$ cat src/rtl/counter_pkg.sv
// Shared constants for the glitch-free counter slice.
package counter_pkg;

    localparam int unsigned COUNT_WIDTH = 8;
    localparam int unsigned CLK_DIV     = 4;
    localparam int unsigned PRE_WIDTH   = $clog2(CLK_DIV);

endpackage

$ cat src/rtl/enable_divider.sv
// Prescaler that produces a one-cycle clock enable every DIV clk cycles.
// DIV must be a power of two, so the prescaler wraps naturally on overflow.
module enable_divider
    import counter_pkg::*;
#(
    parameter int unsigned DIV = CLK_DIV
) (
    input  logic clk,
    input  logic rst,
    output logic tick
);

    localparam int unsigned   PW       = (DIV > 1) ? $clog2(DIV) : 1;
    localparam logic [PW-1:0] PRE_LAST = PW'(DIV - 1);

    logic [PW-1:0] pre;

    // Prescaler runs 0..DIV-1 and restarts from 0 on reset.
    always_ff @(posedge clk) begin
        if (rst) begin
            pre <= '0;
        end else begin
            pre <= pre + PW'(1);
        end
    end

    assign tick = (pre == PRE_LAST);

endmodule

$ cat src/rtl/functioning_counter.sv
// Fully synchronous up-counter advancing once per DIV clocks; the output
// comes straight from the count register, so it never glitches.
module functioning_counter
    import counter_pkg::*;
#(
    parameter int unsigned WIDTH = COUNT_WIDTH,
    parameter int unsigned DIV   = CLK_DIV
) (
    input  logic             clk,
    input  logic             rst,
    output logic [WIDTH-1:0] glitchOut
);

    logic             tick;
    logic [WIDTH-1:0] count;

    enable_divider #(
        .DIV(DIV)
    ) u_div (
        .clk  (clk),
        .rst  (rst),
        .tick (tick)
    );

    // Count register: reset wins over the enable; wraps modulo 2^WIDTH.
    always_ff @(posedge clk) begin
        if (rst) begin
            count <= '0;
        end else if (tick) begin
            count <= count + WIDTH'(1);
        end
    end

    assign glitchOut = count;

endmodule

$ cat config.mk
export PLATFORM = sky130hd
export DESIGN_NAME = functioning_counter
export DESIGN_NICKNAME = d
export VERILOG_FILES = /design/src/rtl/counter_pkg.sv /design/src/rtl/enable_divider.sv /design/src/rtl/functioning_counter.sv
export SDC_FILE = /design/constraint.sdc
export NUM_CORES = 1
export LEC_CHECK = 0
export ABC_AREA = 1
export CORE_AREA = 2 2 39 41
export DETAILED_ROUTE_END_ITERATION = 8
export DIE_AREA = 0 0 41 43
export GPL_TIMING_DRIVEN = 0
export PLACE_DENSITY = 0.65
export REMOVE_ABC_BUFFERS = 1
export SYNTH_ARGS = -nofsm -noshare
export SYNTH_HDL_FRONTEND = slang
export SYNTH_SLANG_ARGS = --single-unit
export TNS_END_PERCENT = 5
$ cat constraint.sdc
create_clock -name clk -period 1.4 [get_ports clk]
set_input_delay 0.28 -clock clk [delete_from_list [all_inputs] [get_ports clk]]
set_output_delay 0.28 -clock clk [all_outputs]
set_load 0.1 [all_outputs]
### After elaboration in Yosys (flattened, before gate mapping)

Index checks and enable logic that the tools add are counted.

| storage, ports and cells | value |
|---|---|
| register bits | 10 |
| memories kept | 0 |
| output and inout bits | 8 |
| memory bits (read-only) | 0 |
| bits in writable memories | 0 |
| bits in latches | 0 |

| cells by class | value |
|---|---|
| divide/modulo/power cells | 0 |
| shift-type cells | 0 |
| bitwise logic cells | 0 |
| multiply operators | 0 |
| multiplexer cells | 0 |
| add/subtract/negate cells | 2 |
| reduce and logical (&&, ||, !) cells | 0 |
| equal/unequal tests | 1 |
| magnitude comparators | 0 |

Operator list:

| operator | count |
|---|---|
| adder 8 x 1 -> 8 bit, second input constant | 1 |
| adder 2 x 1 -> 2 bit, second input constant | 1 |
| equality test 2 bit, second input constant | 1 |

### Logic depth before layout (Yosys ltp)

| logic depth | value |
|---|---|
| depth in word-level cells | 1 |
| mapped depth | 6 |
| mapped depth without buffers | 6 |

### Hierarchy

Synthesis repeated with hierarchy kept, for this count alone.

| second synthesis, totals | value |
|---|---|
| cells, all modules | 54 |
| area, all modules | 425.4 µm² |

Modules (own cells, without submodules):

| module | sequential area each (µm²) | area each (µm²) | times used | cells each |
|---|---|---|---|---|
| functioning_counter | 160.2 | 361.6 | 1 | 48 |
| enable_divider | 40.0 | 63.8 | 1 | 6 |

### Worst setup path after synthesis

No wires, ideal clock.

| timing | value |
|---|---|
| path kind | register -> register |
| from | reg count[1] (netlist: glitchOut[1]) |
| to | reg count[6] (netlist: glitchOut[6]) |
| path slack | -0.367 ns |
| stages on the path, launching flop included | 7 |
| data arrival time | 1.648 ns |
| buffers on the path | 0 |
| path through | dfxtp_1 > ha_1 > nand2_1 > nor2_4 > nand3_1 > nand2_1 > nor2_1 |

| on the way | value |
|---|---|
| word-level cells in the longest chain between the ends | 1 |

RTL lines:

| element | RTL line | text |
|---|---|---|
| start: declaration | functioning_counter.sv:15 | `logic [WIDTH-1:0] count;` |
| start signal: assignment | functioning_counter.sv:30 | `count <= count + WIDTH'(1);` |
| adder 8 x 1 -> 8 bit | functioning_counter.sv:30 |  |

No other way between the ends.
A chain may end at the register's enable or synchronous reset.

### Worst setup path after layout

| timing | value |
|---|---|
| from | reg count[5] (netlist: glitchOut[5]) |
| to | out glitchOut[5] |

RTL lines:

| element | RTL line | text |
|---|---|---|
| end: declaration | functioning_counter.sv:11 | `output logic [WIDTH-1:0] glitchOut` |

No word-level cell between the ends.

==> results.md <==
- CP top delay family: buffers and inverters
- Placer congestion estimate: 0.7117
- CTS tree: built
- Ranking of synthesized cells by area: dfxtp_1 47%, nand2_1 13%, nor2_1 11%
- Fin nets: 75
- Die extent in x: approximately 41 um
- Most frequent cells in the layout: 15 x nand2_1, 12 x nor2_1, 10 x dfxtp_1, 7 x clkbuf_4, 6 x inv_1
- #FFs+latches synth: 10
- Input/output buffers: 9
- Worst Tran Pin Value: 0.4839 ns
- Crit-path slowest cell: buf_2
- Total vias in the final route: roughly 400
- Clock Sinks: 10
- Multi-input gate area: between 150 and 200 sq um
- Fin. max-slew vios: 0
- P per Cell Area: ~1100 nW/um^2
- Diodes inserted: 0
- Vias in the first global route: 305
- Share of cells above drive strength 1: 20.00%
- Clock Tree Buf Depth: 2
- Mean Syn Cell Area: about 7.4 sq um
- CTS root buf: clkbuf_4
- Initial Utilization: between 30% and 40%
- Reg area: 200.2 sq um
- Post-CTS Setup Repair Bufs: 0
- Cts repair resizes: 41
- Critical Path RT: between 1 and 1.5 ns
- Hold Fails Final Rpt: 0
- CP Cell Sequence: buf_2
- Drt drc: 0
- DR vias/cell: 4.535
- Post-synth top area share: 47.48%
- Fin crit period: 1.355 ns
- Max_slew headroom: 67.96%
- Max-cap violations: 0
- Slowest stage delay, CP: approximately 0.44 ns
- CTS Buf Count: 3
- Final setup violating endpoints: 0
- Worst min path class: reg2reg
- Critical Path Sink Type: output port
- Final ANT Viol Nets: 0
- Clk slew on worst S/H paths: 0.07 ns
- Initial drt markers: 6
- I/O Pins: 10
- Peak supply drop: about 0.54 mV
- Crit Path Max Fanout: 4
- Setup TNS: 0 ns
- DRT Wirelength: 742 um
- Hold_ws: about 0.43 ns
- Clk Latency, worst-skew pair: 0.26 ns
- Congestion Overflow GR: 0
- Post-synthesis instance total: 57
- Total Routing Usage GR: 10.19%
- Hold_buf cts: 0
- Critical path class: reg2out
- Layout area overhead: 28.78%
- Die span in y: 43 um
- Biggest area consumer among synthesized cells: dfxtp_1
- Drt first pass iters: 4
- Layout Skew: approximately 0.0012 ns
- RSZ-0062 raised after global routing: no
- Count of cell types in the netlist: 9
- Crit path buffers/inverters: 1
- Fmax: ~0.74 GHz
- Largest net degree at the start of global routing: 9
- Seq/Total Area, Yosys: between 40% and 50%
- Outcome: finished clean
- Leak Pwr: 0.2482 nW
- Synthesized area: 421.7 sq um
- Core Area: 1384 sq um
- DIE AREA: 1763 sq um
- Type of origin of the critical path: flop
- Synth warn: 0
- Commonest non-fill, non-tap cell in the layout: nand2_1
- WP data arrival: 1.07 ns
- Core Rows: 14
- First-pass GRT wire length: 1159 um
- Wire length per cell: between 8 and 9 um
- Final Cycle Share: approximately 97%
- FILL cells: 143
- CTS H-tree depth: 1
- Initial antenna violation count: 0
- Hpwl dp: 527.8 um
[state kept, by name (all words and copies together) (netlist names)]
signal     flops
u_div.pre      2
glitchOut      8
[through the flow]
stage | instances | power (mW) | utilization, % | area (sq um) | worst slack, ns
floorplan | 57 | 0.3471 | - | 421.7 | -0.3669
global placement | 82 | 0.3603 | 38.43 | 531.8 | -0.4349
detailed placement | 82 | 0.3616 | 38.43 | 531.8 | -0.4285
CTS | 86 | 0.6277 | 38.88 | 538.0 | -0.09237
global route | 86 | 0.6411 | 39.24 | 543.0 | 0.009521
finish | 86 | 0.6130 | 39.24 | 543.0 | 0.04549
[cell families (layout without fill, tap and decap cells)]
kind of cell	Yosys count	after routing	share of synthesized area, %
simple gates	32	32	32.93
flops	10	10	47.48
compound gates	7	7	8.308
buf+inv	6	19	5.341
fa+ha+maj	2	2	5.934
[synth_stat cells]
cell type and n:
nand2_1 15, inv_1 6, nor2_1 12, nand3_1 3, dfxtp_1 10, o21ai_0 2, nor2_4 2, a21oi_1 5
ha_1 2
[path summary, 6_finish.rpt]
check | from | endpoint | slack, ns | cells after the start
worst max-delay path | glitchOut[5] | glitchOut[5] | 0.05 | 1
worst min-delay path | u_div.pre[0] | u_div.pre[0] | 0.43 | 1
worst max register to register | u_div.pre[0] | glitchOut[5] | 0.26 | 6
worst min register to register | u_div.pre[0] | u_div.pre[0] | 0.43 | 1
[report_power, final]
| part | internal [mW] | switching (mW) |
|---|---|---|
| clock network | 0.158 | 0.102 |
| logic | 0.0153 | 0.0397 |
| registers | 0.293 | 0.00531 |
| total | 0.466 | 0.147 |
[area by class of cell]
type | instances | share of cell area [%]
inverters | 6 | 4.147
flip-flops and latches | 10 | 36.87
well taps | 16 | 3.687
repair buffers | 9 | 11.98
clock buffers | 4 | 6.682
multi-input cells | 41 | 36.64
[metal layers]
metal | vias up | track usage, % | share of wire (%)
met5 | - | 0 | 0
met4 | 0 | 12.00 | 1.8
met3 | 2 | 1.571 | 4.0
met2 | 8 | 12.19 | 48
met1 | 174 | 13.40 | 46
li1 | 206 | - | -
No activity file was read; power rests on OpenSTA's default activity.
